## config.mk

```make
export PLATFORM = sky130hd
export DESIGN_NAME = uart_parity_engine
export DESIGN_NICKNAME = d
export VERILOG_FILES = /design/src/rtl/uart_parity_engine.sv
export SDC_FILE = /design/constraint.sdc
export NUM_CORES = 1
export LEC_CHECK = 0
export ABC_CLOCK_PERIOD_IN_PS = 3500
export CAP_MARGIN = 20
export CORE_MARGIN = 2
export CORE_UTILIZATION = 56
export CTS_BUF_LIST = sky130_fd_sc_hd__clkbuf_8
export DETAILED_ROUTE_END_ITERATION = 10
export MAX_ROUTING_LAYER = met4
export PLACE_DENSITY = 0.86
export SLEW_MARGIN = 25
export SYNTH_ARGS = -nofsm -noshare
export SYNTH_HDL_FRONTEND = slang
export SYNTH_SLANG_ARGS = --single-unit
```

## constraint.sdc

```tcl
create_clock -name clk -period 3.5 [get_ports clk]
set_input_delay 0.35 -clock clk [delete_from_list [all_inputs] [get_ports clk]]
set_output_delay 0.35 -clock clk [all_outputs]
set_load 0.02 [all_outputs]
```

## src/rtl/uart_parity_engine.sv

```systemverilog
// Serial parity unit shared by UART TX and RX. It accumulates parity over 5..MAX_DATA_BITS
// strobed data bits and then presents the parity slot bit or checks the received one.
module uart_parity_engine #(
    parameter int MAX_DATA_BITS = 9,
    parameter int CNT_W         = $clog2(MAX_DATA_BITS + 1)
) (
    input  logic       clk,
    input  logic       rst,
    input  logic       start_i,
    input  logic       abort_i,
    input  logic       bit_valid_i,
    input  logic       bit_i,
    input  logic [3:0] data_bits_i,
    input  logic [2:0] parity_mode_i,
    input  logic       check_valid_i,
    input  logic       check_bit_i,
    output logic       parity_bit_o,
    output logic       parity_ready_o,
    output logic       parity_err_o,
    output logic       frame_done_o,
    output logic       busy_o,
    output logic       restart_o
);

    typedef enum logic [1:0] {
        IDLE   = 2'd0,
        ACCUM  = 2'd1,
        PARITY = 2'd2
    } state_t;

    localparam logic [2:0] MODE_EVEN  = 3'd1;
    localparam logic [2:0] MODE_ODD   = 3'd2;
    localparam logic [2:0] MODE_MARK  = 3'd3;
    localparam logic [2:0] MODE_SPACE = 3'd4;

    localparam logic [3:0]       MIN_LEN = 4'd5;
    localparam logic [3:0]       MAX_LEN = 4'(MAX_DATA_BITS);
    localparam logic [CNT_W-1:0] ONE     = CNT_W'(1);

    state_t           state_reg, state_next;
    logic             acc_reg, acc_next;
    logic [CNT_W-1:0] cnt_reg, cnt_next;
    logic [CNT_W-1:0] len_reg, len_next;
    logic [2:0]       mode_reg, mode_next;
    logic             parity_bit_reg, parity_bit_next;
    logic             ready_reg, ready_next;
    logic             err_reg, err_next;
    logic             done_reg, done_next;
    logic             busy_reg, busy_next;
    logic             restart_reg, restart_next;

    logic [3:0]       len_clamped;
    logic             acc_final;
    logic             mode_is_none;

    always_comb begin
        if (data_bits_i < MIN_LEN)
            len_clamped = MIN_LEN;
        else if (data_bits_i > MAX_LEN)
            len_clamped = MAX_LEN;
        else
            len_clamped = data_bits_i;
    end

    // Codes 5..7 behave exactly like "none".
    assign mode_is_none = (mode_reg == 3'd0) || (mode_reg > MODE_SPACE);
    assign acc_final    = acc_reg ^ bit_i;

    always_comb begin
        state_next      = state_reg;
        acc_next        = acc_reg;
        cnt_next        = cnt_reg;
        len_next        = len_reg;
        mode_next       = mode_reg;
        parity_bit_next = parity_bit_reg;
        err_next        = 1'b0;
        done_next       = 1'b0;
        restart_next    = 1'b0;

        if (abort_i) begin
            state_next      = IDLE;
            acc_next        = 1'b0;
            cnt_next        = '0;
            parity_bit_next = 1'b1;
        end else if (start_i) begin
            state_next      = ACCUM;
            acc_next        = 1'b0;
            cnt_next        = '0;
            len_next        = CNT_W'(len_clamped);
            mode_next       = parity_mode_i;
            parity_bit_next = 1'b1;
            restart_next    = (state_reg != IDLE);
        end else begin
            case (state_reg)
                ACCUM: begin
                    if (bit_valid_i) begin
                        acc_next = acc_final;
                        cnt_next = cnt_reg + ONE;
                        // The final strobe always leaves ACCUM, so the counter cannot pass len.
                        if (cnt_reg == len_reg - ONE) begin
                            if (mode_is_none) begin
                                state_next = IDLE;
                                done_next  = 1'b1;
                            end else begin
                                state_next = PARITY;
                                case (mode_reg)
                                    MODE_EVEN:  parity_bit_next = acc_final;
                                    MODE_ODD:   parity_bit_next = ~acc_final;
                                    MODE_MARK:  parity_bit_next = 1'b1;
                                    default:    parity_bit_next = 1'b0;
                                endcase
                            end
                        end
                    end
                end
                PARITY: begin
                    if (check_valid_i) begin
                        state_next      = IDLE;
                        err_next        = (check_bit_i != parity_bit_reg);
                        done_next       = 1'b1;
                        parity_bit_next = 1'b1;
                    end
                end
                default: ;
            endcase
        end

        ready_next = (state_next == PARITY);
        busy_next  = (state_next != IDLE);
    end

    always_ff @(posedge clk or negedge rst) begin
        if (!rst) begin
            state_reg      <= IDLE;
            acc_reg        <= 1'b0;
            cnt_reg        <= '0;
            len_reg        <= CNT_W'(MIN_LEN);
            mode_reg       <= 3'd0;
            parity_bit_reg <= 1'b1;
            ready_reg      <= 1'b0;
            err_reg        <= 1'b0;
            done_reg       <= 1'b0;
            busy_reg       <= 1'b0;
            restart_reg    <= 1'b0;
        end else begin
            state_reg      <= state_next;
            acc_reg        <= acc_next;
            cnt_reg        <= cnt_next;
            len_reg        <= len_next;
            mode_reg       <= mode_next;
            parity_bit_reg <= parity_bit_next;
            ready_reg      <= ready_next;
            err_reg        <= err_next;
            done_reg       <= done_next;
            busy_reg       <= busy_next;
            restart_reg    <= restart_next;
        end
    end

    assign parity_bit_o   = parity_bit_reg;
    assign parity_ready_o = ready_reg;
    assign parity_err_o   = err_reg;
    assign frame_done_o   = done_reg;
    assign busy_o         = busy_reg;
    assign restart_o      = restart_reg;

endmodule

```

==> results of run 1 <==
-- power groups by stage --
stage               logic (mW)  registers [mW]  clock network, mW
global placement        0.0916           0.262                  0
floorplan               0.0566           0.263                  0
detailed placement      0.0955           0.263                  0
global route             0.106           0.261              0.244
finish                  0.0961           0.258              0.235
CTS                     0.0968           0.259              0.233
-- routing by layer --
layer | part of all wire | up-vias
met4 | 0.017 | 0
li1 | - | 394
met3 | 0.027 | 5
met5 | 0 | -
met2 | 0.52 | 18
met1 | 0.43 | 397
-- area by class of cell --
cell class | instances | area (um2) | share of cell area
clock buffer | 3 | 41.3 | 0.0309
inverter | 6 | 22.5 | 0.0169
tap | 25 | 31.3 | 0.0234
multi-input combinational | 74 | 505 | 0.379
clock inverter | 1 | 30.0 | 0.0225
timing repair buffer | 20 | 200 | 0.150
sequential | 20 | 504 | 0.378
-- critical path: stages, from the launching register on --
cell     delay [ns]
dfstp_2        0.56
inv_1          0.06
ha_1           0.30
xor2_1         0.17
nand3_1        0.14
or4_1          0.56
a21oi_2        0.18
mux2i_1        0.20
-- per-stage QoR --
stage                     worst slack [ns]  power, mW
after detailed placement              1.30      0.359
after floorplan                       1.44      0.320
after global placement                1.39      0.353
after CTS                             1.25      0.588
after global routing                  1.13      0.611
final                                 1.26      0.590
-- kinds of logic after synthesis --
group / count (synthesis)
adder cells (fa/ha/maj): 5
flip-flops: 20
multiplexers: 6
XOR/XNOR: 13
AND/OR/NAND/NOR: 35
AO/OA/AOI/OAI: 15
buffers and inverters: 8
-- worst max path at each step --
| stage | startpoint | end |
|---|---|---|
| 2_1_floorplan | len_reg[0]$_DFFE_PN1P_ | parity_bit_o$_DFFE_PN1P_ |
| 3_3_place_gp | len_reg[0]$_DFFE_PN1P_ | parity_bit_o$_DFFE_PN1P_ |
| 3_5_place_dp | len_reg[0]$_DFFE_PN1P_ | parity_bit_o$_DFFE_PN1P_ |
| 4_1_cts | len_reg[0]$_DFFE_PN1P_ | parity_bit_o$_DFFE_PN1P_ |
| 5_1_grt | len_reg[0]$_DFFE_PN1P_ | parity_bit_o$_DFFE_PN1P_ |
| 6_report | len_reg[0]$_DFFE_PN1P_ | parity_bit_o$_DFFE_PN1P_ |
-- layout by cell type (no fill, tap or decap) --
cell type        count
a21oi_2              1
o221ai_1             1
o21ai_0              4
nand3_1              5
a211oi_1             1
clkdlybuf4s50_1     20
mux2_2               4
mux2i_1              2
xnor2_1              6
nand3b_1             1
dfstp_2              3
ha_1                 5
clkbuf_8             3
dfrtp_1             17
or3_1                1
xor2_1               7
bufinv_16            1
or4_1                1
nand2_1              7
nand2b_1             2
nor2_1              11
a21oi_1              5
or2_2                1
o311ai_0             1
o41a_1               1
a32oi_1              1
inv_1                6
and2_1               2
nor3_1               4
==> qor.txt, run 1 <==
Initial antenna violation count -> 0
Total track usage -> 0.233
Initial Util -> 0.600
IR Drop Worst-Case VDD -> 0.346 mV
Met2 Use GR -> 0.400
Num Clock Sinks -> 20
GR Overflow Total -> 0
Synth Cell Area -> 0.00105 mm2
Hpwl dp -> 1.60 mm
Startpoint Class -> register
Share of layout cells above drive strength 1 -> 0.105
Cell-internal power -> 0.447 mW
Simple-gate share of the synthesized area -> 0.158
Multiplexer share of the synthesized area -> 0.0621
Reg clk slew, reported paths -> 0.08 ns
Vias in the first global route -> 831
Clock network fraction of design power -> 0.399
Combinational share of power -> 0.163
Worst hold endpoint -> len_reg[2]$_DFFE_PN1P_
Leading post-synthesis cells by instance count -> 17 x dfrtp_1, 11 x nor2_1, 7 x nand2_1, 7 x xor2_1
Post-synth EDFFs -> 0
Post-cts gate resize count -> 0
DR WL/cell -> 13.9 um
Nets -> 145
Synth area leaders -> dfrtp_1 41%, dfstp_2 7.5%, ha_1 6.0%, xor2_1 5.9%, xnor2_1 5.0%
Net Sw Frac -> 0.241
NetSw -> 0.142 mW
Post-layout instance area -> 0.00134 mm2
Reg-to-reg endpoint -> parity_bit_o$_DFFE_PN1P_
Clock root cell -> clkbuf_8
Placement Cell Area -> 0.00126 mm2
First-pass GRT wire length -> 3.42 mm
RSZ-0062 raised after global routing -> no
Die ar. -> 0.00223 mm2
Post-CTS Hold Buffers -> 0
FFs w/ async S/R, synth -> 1.00
Antenna cell count -> 0
Max Slew Vio Count -> 0
H-tree Lvls -> 1
Inserted Clock Buffers -> 3
Setup-failing EPs final -> 0
Power density over the cells -> 442 mW/mm2
Hold Violations, Final -> 0
CTS tree -> yes
HP Class -> register to register
Post-CTS Setup Inserts -> 0
Measured slew at the worst slew-check pin -> 0.879 ns
Cell taking the most area after synthesis -> dfrtp_1
Hold depth -> 2
Yosys warns -> 0
Grt peak-use layer -> met2
Antenna-violating nets left -> 0
Met3 Track Usage GR -> 0.0500
Port-buffer cells -> 20
CTS Buffer Depth -> 2
Clk Latency, worst-skew pair -> 0.26 ns
Register bit count reported by yosys -> 20
Core Area -> 0.00175 mm2
Post-Route WL -> 2.08 mm
Top cell type's share of synthesized area -> 0.406
Slew HR -> 0.412
Outcome -> complete, no violations
Crit path required time -> 3.69 ns
Part of the power in registers -> 0.438
Primary FF master, synth -> dfrtp_1
Die Ht -> 47.2 um
Main combinational cell family by area after synthesis -> simple AND/OR/NAND/NOR gates
CP max FO -> 4
Reg2reg start -> len_reg[0]$_DFFE_PN1P_
Count of different cell masters after synthesis -> 28
Largest net degree at the start of global routing -> 21
Adder-Cell Fraction of Synth Area -> 0.0597
Compound-Gate Fraction of Synth Area -> 0.0944
Non-Filler Instances -> 149
Arrival @ worst endpoint -> 2.44 ns
Vias per cell -> 5.46
Syn_nets -> 122
Register area share after synthesis -> 0.481
Iteration-0 DRC Markers -> 21
FF-to-FF path depth -> 7
Syn avg cell area -> 10.3 um2
CP Class -> register to register
FILL cells -> 127
Layout area overhead -> 27.5%
Hold WS -> 0.506 ns
Most frequent cell after synthesis -> dfrtp_1
I/O pin count -> 21
Peak Freq -> 446 MHz
Minimum clock period -> 2.24 ns
DR pass1 iterations -> 4
Pleak -> 0.562 nW
Reg2reg setup slack -> 1.26 ns
Final Cycle Share -> 0.641
Critical Path Sink Type -> register
GR Layer Usage met1 -> 0.251
Syn Inst Count -> 102
DRC -> 0
FP Rows -> 15
DR vias -> 814
Final TNS setup -> 0 ns
GP Congestion -> 0.790
Post-Route Skew -> 0.00157 ns
Max cap viols -> 0
Hold Path Origin -> len_reg[2]$_DFFE_PN1P_
Placed cells -> 145
Util after Layout -> 0.765
Post-Synth XOR/XNOR Area -> 0.109
Die width -> 47.2 um
Note: power is estimated with default switching activity, not from simulation.
==> inputs of run 2 (changes only) <==
--- a/config.mk
+++ b/config.mk
@@ -5,14 +5,14 @@
 export SDC_FILE = /design/constraint.sdc
 export NUM_CORES = 1
 export LEC_CHECK = 0
-export ABC_CLOCK_PERIOD_IN_PS = 3500
+export ABC_CLOCK_PERIOD_IN_PS = 1900
 export CAP_MARGIN = 20
 export CORE_MARGIN = 2
-export CORE_UTILIZATION = 56
+export CORE_UTILIZATION = 47
 export CTS_BUF_LIST = sky130_fd_sc_hd__clkbuf_8
 export DETAILED_ROUTE_END_ITERATION = 10
 export MAX_ROUTING_LAYER = met4
-export PLACE_DENSITY = 0.86
+export PLACE_DENSITY = 0.77
 export SLEW_MARGIN = 25
 export SYNTH_ARGS = -nofsm -noshare
 export SYNTH_HDL_FRONTEND = slang
==> constraint.sdc (replaced) <==
create_clock -name clk -period 1.9 [get_ports clk]
set_input_delay 0.19 -clock clk [delete_from_list [all_inputs] [get_ports clk]]
set_output_delay 0.19 -clock clk [all_outputs]
set_load 0.02 [all_outputs]
==> qor.txt, run 2 (synthesis results as in run 1) <==
Port-buffer cells -> 20
Max cap viols -> 0
Violated checks -> negative setup slack
Die ar. -> 0.00262 mm2
FP Rows -> 17
Vias in the first global route -> 865
Layout area overhead -> 35.7%
IR Drop Worst-Case VDD -> 0.457 mV
Max Slew Vio Count -> 0
Vias per cell -> 5.28
Initial Util -> 0.487
Placed cells -> 153
Reg clk slew, reported paths -> 0.07 ns
Hold WS -> 0.282 ns
Core Area -> 0.00215 mm2
GR Overflow Total -> 0
DR vias -> 845
Reg2reg setup slack -> -0.10 ns
GP Congestion -> 0.763
Inserted Clock Buffers -> 3
Most frequent cells in the layout -> 20 x clkdlybuf4s50_1, 17 x dfrtp_1, 11 x nor2_1
CP startpoint -> len_reg[0]$_DFFE_PN1P_
HP Class -> input port to async pin
Antenna cell count -> 0
Startpoint Class -> register
H-tree Lvls -> 1
Hpwl dp -> 1.64 mm
Arrival @ worst endpoint -> 2.19 ns
Critical Path Sink Type -> register
Commonest non-fill, non-tap cell in the layout -> clkdlybuf4s50_1
DR pass1 iterations -> 4
Antenna-violating nets left -> 0
CP Class -> register to register
Slew HR -> 0.629
Clock root cell -> clkbuf_8
Measured slew at the worst slew-check pin -> 0.555 ns
CTS Buffer Depth -> 2
DRC -> 0
Post-CTS Hold Buffers -> 0
DR WL/cell -> 14.1 um
Post-Route Skew -> 0.00303 ns
Post-Route WL -> 2.26 mm
Initial antenna violation count -> 0
Non-Filler Instances -> 160
First-pass GRT wire length -> 3.76 mm
Outcome -> complete, but fails checks
Setup-failing EPs final -> 4
Total track usage -> 0.209
Reg-to-reg endpoint -> parity_bit_o$_DFFE_PN1P_
Pleak -> 0.597 nW
Hold Violations, Final -> 0
Die Ht -> 51.2 um
Crit path required time -> 2.09 ns
Final Cycle Share -> 1.05
Fin worst setup slack -> -0.102 ns
I/O pin count -> 21
Power density over the cells -> 719 mW/mm2
Final TNS setup -> -0.308 ns
Clk Latency, worst-skew pair -> 0.26 ns
Reg2reg start -> len_reg[0]$_DFFE_PN1P_
Die width -> 51.2 um
Share of layout cells above drive strength 1 -> 0.205
CP max FO -> 2
Peak Freq -> 500 MHz
Nets -> 153
Minimum clock period -> 2.00 ns
Num Clock Sinks -> 20
Largest net degree at the start of global routing -> 13
Iteration-0 DRC Markers -> 9
RSZ-0062 raised after global routing -> yes
CTS tree -> yes
FF-to-FF path depth -> 7
==> run 2: timing repair <==
item | 4_1_cts | 5_1_grt
buffers inserted | 2 | 1
setup endpoints to repair | 4 | 6
resized for setup | 4 | 3
pin swaps | 6 | 5
==> run 2: metal layers <==
metal / share of wire / GRT usage
met1: 0.43 / 0.220
met2: 0.52 / 0.359
met3: 0.021 / 0.0380
met4: 0.029 / 0.131
met5: 0 / -
==> run 2: layout make-up <==
cell class	instances	area, um2
repair buffers	28	264
fillers	161	727
well taps	28	35.0
flip-flops and latches	20	504
clock buffers	4	55.1
inverters	6	22.5
multi-input cells	74	541
==> run 2: where the power goes <==
part | switching, mW | internal (mW) | leakage [nW]
Sequential | 0.0213 | 0.455 | 0.256
Clock | 0.142 | 0.185 | 0.0288
Combinational | 0.107 | 0.112 | 0.312
Total | 0.270 | 0.751 | 0.597
==> run 2: worst max-delay path by stage <==
stage	end	slack, ns	cells after the start
6_report	parity_bit_o$_DFFE_PN1P_	-0.10	7
5_1_grt	busy_o$_DFF_PN0_	-0.17	8
4_1_cts	parity_bit_o$_DFFE_PN1P_	-0.15	7
3_5_place_dp	parity_bit_o$_DFFE_PN1P_	-0.13	7
3_3_place_gp	parity_bit_o$_DFFE_PN1P_	-0.05	7
2_1_floorplan	parity_bit_o$_DFFE_PN1P_	-0.03	7
==> run 2: worst max-delay path: stages (launching register included) <==
cell	delay, ns
dfstp_2	0.54
inv_2	0.05
ha_4	0.26
xor2_1	0.14
nand3_1	0.14
or4_4	0.43
a21oi_2	0.14
mux2i_1	0.21
==> run 2: per-stage QoR <==
step / util / total power [mW] / cell area, um2 / worst slack [ns]
finish: 0.662 / 1.02 / 1420 / -0.102
global route: 0.662 / 1.07 / 1420 / -0.167
CTS: 0.651 / 1.01 / 1400 / -0.153
detailed placement: 0.610 / 0.672 / 1310 / -0.135
global placement: 0.610 / 0.665 / 1310 / -0.0501
floorplan: - / 0.590 / 1050 / -0.0287
